==> src/rtl/xnor_bist_if.sv <==
// Start/done handshake and gate-side bus for the XNOR BIST sequencer.
// The slave side is the sequencer; the master side issues start and
// returns the gate output. With XNOR_BIST_FIRST_FAIL_EN defined, the
// first-failure capture signals are carried as well.
interface xnor_bist_if #(
  parameter int N_IN  = 3,
  parameter int ERR_W = 4
);
  logic             start;
  logic             gate_x;
  logic [N_IN-1:0]  gate_in;
  logic             busy;
  logic             done;
  logic             pass;
  logic [ERR_W-1:0] err_cnt;
`ifdef XNOR_BIST_FIRST_FAIL_EN
  logic [N_IN-1:0]  fail_vec;
  logic             fail_seen;
`endif

  modport master (
    output start,
    output gate_x,
    input  gate_in,
    input  busy,
    input  done,
    input  pass,
    input  err_cnt
`ifdef XNOR_BIST_FIRST_FAIL_EN
    ,
    input  fail_vec,
    input  fail_seen
`endif
  );

  modport slave (
    input  start,
    input  gate_x,
    output gate_in,
    output busy,
    output done,
    output pass,
    output err_cnt
`ifdef XNOR_BIST_FIRST_FAIL_EN
    ,
    output fail_vec,
    output fail_seen
`endif
  );
endinterface

==> src/rtl/xnor_bist_ctrl.sv <==
// BIST sequencer for an N_IN-input XNOR gate: sweeps every input vector,
// holds each for SETTLE_CYC+1 cycles, samples the gate in the last cycle
// and counts mismatches against ~^vec (saturating).
// Optional first-failure capture: define XNOR_BIST_FIRST_FAIL_EN.
//
// state  | meaning
// IDLE   | after reset, waiting for start
// SETTLE | vector applied, counting settle cycles
// CHECK  | sample gate_x, score, advance or finish
// DONE   | results held until start or rst
module xnor_bist_ctrl #(
  parameter int N_IN       = 3,
  parameter int SETTLE_CYC = 2,
  parameter int ERR_W      = 4
) (
  input  logic       clk,
  input  logic       rst,
  xnor_bist_if.slave bus
);

  localparam int CNT_W = (SETTLE_CYC > 1) ? $clog2(SETTLE_CYC) : 1;
  localparam logic [N_IN-1:0]  LAST_VEC = {N_IN{1'b1}};
  localparam logic [ERR_W-1:0] ERR_MAX  = {ERR_W{1'b1}};

  typedef enum logic [1:0] {IDLE, SETTLE, CHECK, DONE} state_t;

  state_t           state_q, state_d;
  logic [CNT_W-1:0] cnt_q, cnt_d;
  logic [N_IN-1:0]  vec_q, vec_d;
  logic [ERR_W-1:0] err_q, err_d;
  logic             busy_q, busy_d;
  logic             done_q, done_d;
  logic             pass_q, pass_d;
  logic             mismatch;
  logic [ERR_W-1:0] err_inc;

  assign mismatch = (bus.gate_x != ~^vec_q);
  assign err_inc  = (err_q == ERR_MAX) ? err_q : err_q + ERR_W'(1);

  // state and result registers
  always_ff @(posedge clk) begin
    if (rst) begin
      state_q <= IDLE;
      cnt_q   <= '0;
      vec_q   <= '0;
      err_q   <= '0;
      busy_q  <= 1'b0;
      done_q  <= 1'b0;
      pass_q  <= 1'b0;
    end else begin
      state_q <= state_d;
      cnt_q   <= cnt_d;
      vec_q   <= vec_d;
      err_q   <= err_d;
      busy_q  <= busy_d;
      done_q  <= done_d;
      pass_q  <= pass_d;
    end
  end

  // next-state: sweep sequencing and scoring
  always_comb begin
    state_d = state_q;
    cnt_d   = cnt_q;
    vec_d   = vec_q;
    err_d   = err_q;
    busy_d  = busy_q;
    done_d  = done_q;
    pass_d  = pass_q;
    unique case (state_q)
      IDLE, DONE: begin
        if (bus.start) begin
          state_d = SETTLE;
          cnt_d   = '0;
          vec_d   = '0;
          err_d   = '0;
          busy_d  = 1'b1;
          done_d  = 1'b0;
          pass_d  = 1'b0;
        end
      end
      SETTLE: begin
        if (cnt_q == CNT_W'(SETTLE_CYC - 1)) state_d = CHECK;
        else                                 cnt_d   = cnt_q + CNT_W'(1);
      end
      CHECK: begin
        if (mismatch) err_d = err_inc;
        if (vec_q == LAST_VEC) begin
          // the last vector stays applied through DONE
          state_d = DONE;
          busy_d  = 1'b0;
          done_d  = 1'b1;
          pass_d  = (err_d == '0);
        end else begin
          state_d = SETTLE;
          vec_d   = vec_q + N_IN'(1);
          cnt_d   = '0;
        end
      end
      default: state_d = IDLE;
    endcase
  end

`ifdef XNOR_BIST_FIRST_FAIL_EN
  logic [N_IN-1:0] fail_vec_q;
  logic            fail_seen_q;

  // latch the first failing vector of a sweep
  always_ff @(posedge clk) begin
    if (rst) begin
      fail_vec_q  <= '0;
      fail_seen_q <= 1'b0;
    end else if ((state_q == IDLE || state_q == DONE) && bus.start) begin
      fail_vec_q  <= '0;
      fail_seen_q <= 1'b0;
    end else if (state_q == CHECK && mismatch && !fail_seen_q) begin
      fail_vec_q  <= vec_q;
      fail_seen_q <= 1'b1;
    end
  end

  assign bus.fail_vec  = fail_vec_q;
  assign bus.fail_seen = fail_seen_q;
`endif

  assign bus.gate_in = vec_q;
  assign bus.busy    = busy_q;
  assign bus.done    = done_q;
  assign bus.pass    = pass_q;
  assign bus.err_cnt = err_q;

endmodule

==> src/flat_wrapper.sv <==
// flat-port wrapper written by rule: the top's interface ports become plain ports
module xnor_bist_ctrl_flat 
#(
  parameter int N_IN       = 3,
  parameter int SETTLE_CYC = 2,
  parameter int ERR_W      = 4
)
  (clk, rst, bus_start, bus_gate_x, bus_gate_in, bus_busy, bus_done, bus_pass, bus_err_cnt);
  xnor_bist_if #(.N_IN(N_IN), .ERR_W(ERR_W)) bus_i ();
  input  logic clk;
  input  logic rst;
  input wire logic [$bits(bus_i.start)-1:0] bus_start;
  input wire logic [$bits(bus_i.gate_x)-1:0] bus_gate_x;
  output wire logic [$bits(bus_i.gate_in)-1:0] bus_gate_in;
  output wire logic [$bits(bus_i.busy)-1:0] bus_busy;
  output wire logic [$bits(bus_i.done)-1:0] bus_done;
  output wire logic [$bits(bus_i.pass)-1:0] bus_pass;
  output wire logic [$bits(bus_i.err_cnt)-1:0] bus_err_cnt;
  assign bus_i.start = bus_start;
  assign bus_i.gate_x = bus_gate_x;
  assign bus_gate_in = bus_i.gate_in;
  assign bus_busy = bus_i.busy;
  assign bus_done = bus_i.done;
  assign bus_pass = bus_i.pass;
  assign bus_err_cnt = bus_i.err_cnt;
  xnor_bist_ctrl #(.N_IN(N_IN), .SETTLE_CYC(SETTLE_CYC), .ERR_W(ERR_W)) u_core (.clk(clk), .rst(rst), .bus(bus_i));
endmodule
==> config.mk <==
export PLATFORM = sky130hd
export DESIGN_NAME = xnor_bist_ctrl_flat
export DESIGN_NICKNAME = d
export VERILOG_FILES = /design/src/rtl/xnor_bist_if.sv /design/src/rtl/xnor_bist_ctrl.sv /design/src/flat_wrapper.sv
export SDC_FILE = /design/constraint.sdc
export NUM_CORES = 1
export LEC_CHECK = 0
export ABC_AREA = 1
export BUFFER_PORTS_ARGS = -buffer_cell sky130_fd_sc_hd__buf_4
export CORE_MARGIN = 4
export CORE_UTILIZATION = 25
export DETAILED_ROUTE_END_ITERATION = 16
export PLACE_DENSITY = 0.39
export SYNTH_ARGS = -nofsm -noshare
export SYNTH_HDL_FRONTEND = slang
export SYNTH_SLANG_ARGS = --single-unit
==> constraint.sdc <==
create_clock -name clk -period 2.2 [get_ports clk]
set_input_delay 0.11 -clock clk [delete_from_list [all_inputs] [get_ports clk]]
set_output_delay 0.11 -clock clk [all_outputs]
set_load 0.1 [all_outputs]
==> results of run 1 <==
==> metrics by stage <==
stage	power [W]	setup slack (ps)	hold slack [ps]	utilization [%]	std cells
after floorplan	0.0003949	78.85	365.5	-	125
after global placement	0.0004326	651.9	377.0	30.74	180
after detailed placement	0.0004313	650.4	378.0	30.74	180
after CTS	0.0005809	629.3	78.06	31.60	184
after global routing	0.0006151	498.8	87.61	31.60	184
final	0.0005748	658.2	77.69	31.60	184
==> power groups by stage <==
stage	logic (W)	clock network [W]	registers [W]
5_1_grt	0.000180	0.000170	0.000266
2_1_floorplan	0.0000906	0	0.000304
6_report	0.000163	0.000150	0.000262
4_1_cts	0.000163	0.000155	0.000263
3_3_place_gp	0.000164	0	0.000269
3_5_place_dp	0.000163	0	0.000268
==> sequential cells by signal (all words and copies together) (netlist names) <==
name / flops
u_core.bus.pass: 1
u_core.bus.gate_in: 3
u_core.bus.busy: 1
u_core.state_q: 2
u_core.bus.done: 1
u_core.bus.err_cnt: 4
u_core.cnt_q: 1
==> worst paths after layout <==
check                                      startpoint                    end  slack (ps)  cells after the start
worst max register to register  u_core.bus.gate_in[0]  u_core.bus.gate_in[0]         660                      7
worst max-delay path            u_core.bus.gate_in[0]  u_core.bus.gate_in[0]         660                      7
worst min register to register           u_core.cnt_q           u_core.cnt_q         470                      2
worst min-delay path                              rst      u_core.state_q[1]          80                      2
==> cell type report <==
class,instances,share of cell area [%]
inverter,17,6.615
timing repair buffer,13,10.12
sequential,13,26.98
clock buffer,4,2.724
multi-input combinational,93,47.86
tap,44,5.707
==> placed cells by master (no fill, tap or decap) <==
master,netlist,final
sky130_fd_sc_hd__nand2_1,45,45
sky130_fd_sc_hd__inv_1,16,16
sky130_fd_sc_hd__buf_4,1,13
sky130_fd_sc_hd__dfxtp_1,13,13
sky130_fd_sc_hd__a21oi_1,12,12
sky130_fd_sc_hd__nand3_1,11,11
sky130_fd_sc_hd__nor2_1,6,6
sky130_fd_sc_hd__ha_1,6,6
sky130_fd_sc_hd__o21ai_0,4,4
sky130_fd_sc_hd__nand2_2,3,3
sky130_fd_sc_hd__nand4_1,3,3
sky130_fd_sc_hd__clkbuf_4,0,3
sky130_fd_sc_hd__inv_2,1,1
sky130_fd_sc_hd__or2_1,1,1
sky130_fd_sc_hd__nand3_2,1,1
sky130_fd_sc_hd__a31oi_1,1,1
sky130_fd_sc_hd__clkbuf_1,0,1
==> cell families after synthesis <==
kind of cell | synth area share (%)
fa+ha+maj | 9.404
flops | 32.60
simple gates | 37.62
buf+inv | 9.561
compound gates | 10.82
==> routing by layer <==
| layer | wire length (um) | track usage, % | part of all wire (%) |
|---|---|---|---|
| met1 | 825 | 10.71 | 45 |
| met2 | 907 | 17.01 | 50 |
| met3 | 44 | 2.080 | 2.4 |
| met4 | 43 | 4.749 | 2.4 |
| met5 | 0 | 0 | 0 |
==> results, run 1 <==
- The via count of the first global-routing pass is 751.
- The instance count of the mapped netlist is 125.
- The wire length per cell after detailed routing is 9.897 um.
- Summed over all nets, the half-perimeter wirelength after detailed placement is 1489 um.
- The final critical path takes up 70.08% of the cycle.
- The endpoint class of the critical path is a flip-flop.
- At the pin with the least slew margin, the transition time is between 200 and 300 ps.
- Clock tree synthesis inserted a total of 3 buffers.
- The first detailed-routing pass ran for 4 iterations.
- The number of antenna repair diodes is 0.
- For the worst setup path, the data required time is 2410 ps.
- The library cell with the largest summed area after synthesis is sky130_fd_sc_hd__dfxtp_1.
- The filler cells instantiated in the layout total 359.
- In this run the cell area measured after placement is between 900 and 1000 sq um.
- For this run, the number of Yosys warnings is 0.
- The largest single stage delay on the critical path is about 350 ps.
- Derived from the worst setup path, the maximum achievable clock frequency is about 650 MHz.
- Summing every instance area after synthesis gives about 800 sq um.
- Synthesis inferred 13 register bits.
- The run finished with clean final reports.
- The clock network accounts for 26.1% of the total power.
- Among all cell types in the netlist, the one instantiated most often is sky130_fd_sc_hd__nand2_1.
- Relative to the synthesized area, the layout overhead comes to 20.85%.
- For this run, design rule violations remaining after detail routing come to 0.
- Wires add up to 1821 um.
- The total count of hold-check failures in the final report is 0.
- In this run the worst path has a maximum fanout of 5.
- STA classifies the critical path startpoint as a flip-flop.
- The count of clock tree sinks is 13.
- The clock transition at the registers of the reported paths is around 80 ps.
- The floorplan step defined a die boundary enclosing about 4200 sq um.
- The post-CTS setup-driven buffer insertion count is 0.
- Summing all flip-flop and latch instances after layout gives approximately 260 sq um.
- In this run the power spent charging and discharging nets is ~0.00021 W.
- The total non-filler cell area in the finished layout is 964.7 sq um.
- Setup repair after global routing left no endpoint under its margin.
- Setup violations remaining at the end of the flow were counted as 0.
- The path category of the worst min-delay check is input port to flip-flop.
- The vertical die dimension is 64.51 um.
- The number of cell rows is 20.
- The total negative setup slack is 0 ps.
- The fraction of power consumed by sequential logic is 45.6%.
- The category of cells accounting for the largest share of critical-path delay is simple AND/OR/NAND/NOR gates.
- The routed design could run at a clock period as short as 1542 ps.
- The number of max-slew violations in the final report is 0.
- The multi-input logic area is between 400 and 500 sq um.
- In this run the power density over the cells is ~600 nW/um^2.
- For this run, the post-layout net count is 151.
- The placeable core region is 3053 sq um.
- The die outline width is 64.51 um.
- The worst slew margin relative to its limit is 79.98%.
- Summing over every cut layer, the via total after detailed routing is 791.
- During placement, the flow inserted port buffers numbering 13.
- For this run, asynchronously set or reset flops after synthesis account for 0%.
- In this run the number of H-tree levels came out at 1.
- Clock latency on the worst-skew pair, taken at its later pin, is between 200 and 300 ps.
- The count of antenna-violating nets left after detailed routing is 0.
- In the post-synthesis netlist, the biggest area contributors are sky130_fd_sc_hd__dfxtp_1 33%, sky130_fd_sc_hd__nand2_1 21%, sky130_fd_sc_hd__ha_1 9.4%.
- The number of different library cells used by synthesis comes to 16.
- The total overflow left after global routing is 0.
- The net count of the mapped netlist is 135.
- The tree is rooted in a sky130_fd_sc_hd__clkbuf_4.
- The slowest library cell on the worst path is sky130_fd_sc_hd__dfxtp_1.
- TritonCTS built the clock tree.
- The critical path in this run is classified as flip-flop to flip-flop.
- The post-cts resize count is 0.
- In the global route stage, overall resource usage came out at 9.579%.
- The combinational share of power is 28.3%.
- Entering global routing, the biggest net connects 11 pins.
- The tool flagged a number of max-cap violations equal to 0.
- The count of flip-flops with a built-in enable after synthesis is 0.
- The switching power share of the total is 36.13%.
- The mean instance size in the synthesized netlist is 6.386 sq um.
- The count of buffering cells on the critical path with inverters included is 0.
- The worst ir drop on vdd is roughly 0.00027 V.
- The share of post-route cells with drive strength above 1 is around 15%.
- The wire length of the first global-routing pass is 3153 um.
- The number of buffers inserted for hold repair after clock tree synthesis is 0.
- During I/O placement, the number of pins put on the boundary was 14.
- In this run the deepest clock path goes through 2 buffers.
- The final estimated routing congestion in global placement is about 0.72.
- The prevailing post-synth register cell is sky130_fd_sc_hd__dfxtp_1.
- The mean number of vias per cell is 4.299.
- For this design the static power due to leakage is roughly 0.46 nW.
- Ranked by instance count, the synthesized netlist is headed by 45 x sky130_fd_sc_hd__nand2_1, 16 x sky130_fd_sc_hd__inv_1, 13 x sky130_fd_sc_hd__dfxtp_1.
- Traced cell by cell, the critical path runs through ha_1 -> ha_1 -> nand2_1 -> nand2_1 -> nor2_1 -> o21ai_0 -> a31oi_1.
- After synthesis, the largest area contributor takes up 32.60% of total cell area.
- For this configuration, the core starts out at a cell density of 26.15%.
- The number of DRC violations after detailed-routing iteration 0 is 22.
- Summing the sequential cell areas from Yosys gives 32.60% of the chip area.
- Data arrives at the worst endpoint at approximately 1800 ps.
- On the final layout, the worst clock skew is 0.8320 ps.
- The cell-internal power is roughly 0.00037 W.
- The number of antenna violations at the first check in global routing is 0.
(Power assumes the default switching activity.)
==> inputs of run 2 (changes only) <==
Settings changed: PLACE_DENSITY 0.39 to 0.4.
Clock period 2.2 ns to 1.3 ns, I/O delays scaled along.
==> run 2 against run 1 <==
  * Combinational power rose to 2.6 times the previous value
  * Worst setup slack worse by 800 ps
  * Highest routed layer unchanged
  * Routed wire length increased by 13%
  * Die area unchanged
  * The flow now finishes with violations (setup timing)
  * Via count is 9.1% higher
  * Sequential cell count unchanged
==> results, run 2 (same netlist as run 1, synthesis figures left out) <==
- The number of antenna violations at the first check in global routing is 0.
- The first TritonRoute pass finished after 4 iterations.
- The residual DRC count is 0.
- The worst path uses 110.7% of the clock period.
- The min-delay analysis places its worst path in the category input port to flip-flop.
- The final reports fail on setup timing.
- In this run the tightest slew margin relative to its limit is 81.35%.
- Across the routed clock network, the largest skew measured is 7.312 ps.
- In the layout the commonest cells are 29 x sky130_fd_sc_hd__nand2_1, 23 x sky130_fd_sc_hd__buf_4, 15 x sky130_fd_sc_hd__inv_1, 10 x sky130_fd_sc_hd__nand2_2.
- Detailed placement finished with a half-perimeter wire length of between 1500 and 2000 um.
- The clock transition at the registers of the reported paths is approximately 80 ps.
- For the finished layout, the period the worst path requires is 1439 ps.
- STA classifies the critical path startpoint as a flip-flop.
- The library cell appearing most often on the critical path is sky130_fd_sc_hd__nand2_4.
- The critical path goes through ha_4 -> inv_4 -> nand2_4 -> nand2_4 -> nand2_4 -> nand2_4 -> nand2_2 -> nand2_2 -> nor2_2 -> nand3_1 -> nand2_1.
- The I/O pin count is 14.
- The root buffer cell chosen for the clock tree is sky130_fd_sc_hd__clkbuf_4.
- 0 antenna diodes ended up in the layout.
- Of all nets on the critical path, the largest fanout is 4.
- The source-to-sink clock delay at the later pin of the worst-skew pair is 270 ps.
- The worst ir drop on vdd is 0.0004866 V.
- The wire length per cell after detailed routing is 10.63 um.
- The placeable core region is 3053 sq um.
- In this run the core area contains 20 standard-cell rows.
- The largest net degree at the start of global routing is 11.
- In this design, the stage delay of the slowest critical-path cell is 360 ps.
- The initial core utilization is 26.15%.
- The number of buffers inserted for hold repair after clock tree synthesis is 0.
- The total count of hold-check failures in the final report came to 0.
- The max-capacitance violation count is 0.
- STA classifies the critical path endpoint as a flip-flop.
- The via count of the first global-routing pass came to 814.
- After detailed placement, the design holds a cell count of 189.
- Together, buffers and inverters on the worst path number 1.
- The flow ran to the end, but the final reports show violations.
- The number of levels the H-tree was split into is 1.
- After routing, the total negative slack on setup checks comes to -401.5 ps.
- CTS saw 13 sinks.
- At the end of the flow, the number of nets in the layout was 161.
- Power spread over the standard cell area amounts to 876.5 nW/um^2.
- The first global-routing pass estimated 3588 um of wire.
- STA puts the critical path data required time at roughly 1500 ps.
- For this run the aggregate overflow at the end of global routing stands at 0.
- The flip-flop count of the largest register after layout is 4.
- The post-route total power is roughly 0.0011 W.
- The most common library cell in the layout ignoring fill and taps is sky130_fd_sc_hd__nand2_1.
- Setup repair after global routing could not meet its margin everywhere.
- Compared with the post-synthesis result, the final layout area differs by 56.43%.
- Routability-driven placement finished with a final weighted congestion of 0.7626.
- The number of max-slew violations in the final report is 0.
- The total die area is 4161 sq um.
- The number of DRC violations after detailed-routing iteration 0 is 50.
- Setup violations remaining at the end of the flow were counted as 5.
- Buffers inserted during clock tree synthesis total 3.
- In the routed layout, each cell is associated on average with a via count of 4.448.
- The count of antenna-violating nets left after detailed routing is 0.
- The critical path class is flip-flop to flip-flop.
- The routed layout has 863 vias.
- The floorplan step set the die width to ~65 um.
- For the worst setup path, the data arrival time is 1660 ps.
- The slowest library cell on the worst path is sky130_fd_sc_hd__dfxtp_4.
- The clock tree from TritonCTS is yes.
- The vertical die dimension is about 65 um.
- The category of cells accounting for the largest share of critical-path delay is simple AND/OR/NAND/NOR gates.
- Cells with a size suffix above 1 make up 46.67% of the layout.
- After layout, the worst setup slack is -139.0 ps.
- The number of buffers inserted by port buffering is 13.
- The final cell count without fillers is around 190.
- Wires add up to 2063 um.
- The number of buffers on the longest clock path is 2.
- Static timing analysis puts the maximum clock frequency at roughly 690 MHz.
- The analysis attributes to cell leakage a power of 0.5477 nW.
- The total global routing track utilization is 10.88%.
- The number of inserted filler cells in the final layout is 349.
- For this run, the share of the core covered by cells in the final layout is 40.90%.
- At the pin with the least slew margin, the transition time is 282.1 ps.
## run 2: repair_timing
action,CTS,global route
buffers inserted,0,1
resized for setup,15,21
endpoints found under the setup margin,10,12
pin swaps,5,11
## run 2: routing by layer
layer  global-route usage, %  up-vias  part of all wire, %
met5                       0        -                    0
met4                   5.541        0                 0.92
met3                   1.906        2                  3.9
met2                   17.65       14                   51
met1                   13.73      398                   44
li1                        -      449                    -
## run 2: power breakdown
| group | total (W) | leakage [nW] | internal [W] | switching [W] |
|---|---|---|---|---|
| clock | 0.000242 | 0.0177 | 0.000114 | 0.000129 |
| sequential | 0.000434 | 0.111 | 0.000416 | 0.0000181 |
| combinational | 0.000418 | 0.419 | 0.000149 | 0.000269 |
| total | 0.00109 | 0.548 | 0.000678 | 0.000416 |
## run 2: through the flow
step | setup WS (ps) | instance area [sq um] | hold slack (ps)
after floorplan | -179.0 | 884.6 | 309.8
after global placement | -130.5 | 1092 | 322.5
after detailed placement | -160.3 | 1092 | 325.2
after CTS | -118.6 | 1156 | 26.77
after global routing | -208.4 | 1249 | 39.87
final | -139.0 | 1249 | 41.50
## run 2: final cells by class
| class | count | area [sq um] | share of cell area (%) |
|---|---|---|---|
| clock buffer | 3 | 22.52 | 1.804 |
| clock inverter | 1 | 5.005 | 0.4008 |
| inverter | 17 | 66.31 | 5.311 |
| multi-input combinational | 93 | 641.9 | 51.40 |
| sequential | 13 | 285.3 | 22.85 |
| tap | 44 | 55.05 | 4.409 |
| timing repair buffer | 23 | 172.7 | 13.83 |
## run 2: worst paths after layout
kind / from / endpoint / slack (ps) / cells after the start
min reg2reg: u_core.bus.busy / u_core.bus.busy / 480 / 2
max: u_core.bus.gate_in[0] / u_core.bus.pass / -140 / 11
max reg2reg: u_core.bus.gate_in[0] / u_core.bus.pass / -140 / 11
min: rst / u_core.bus.err_cnt[0] / 40 / 2
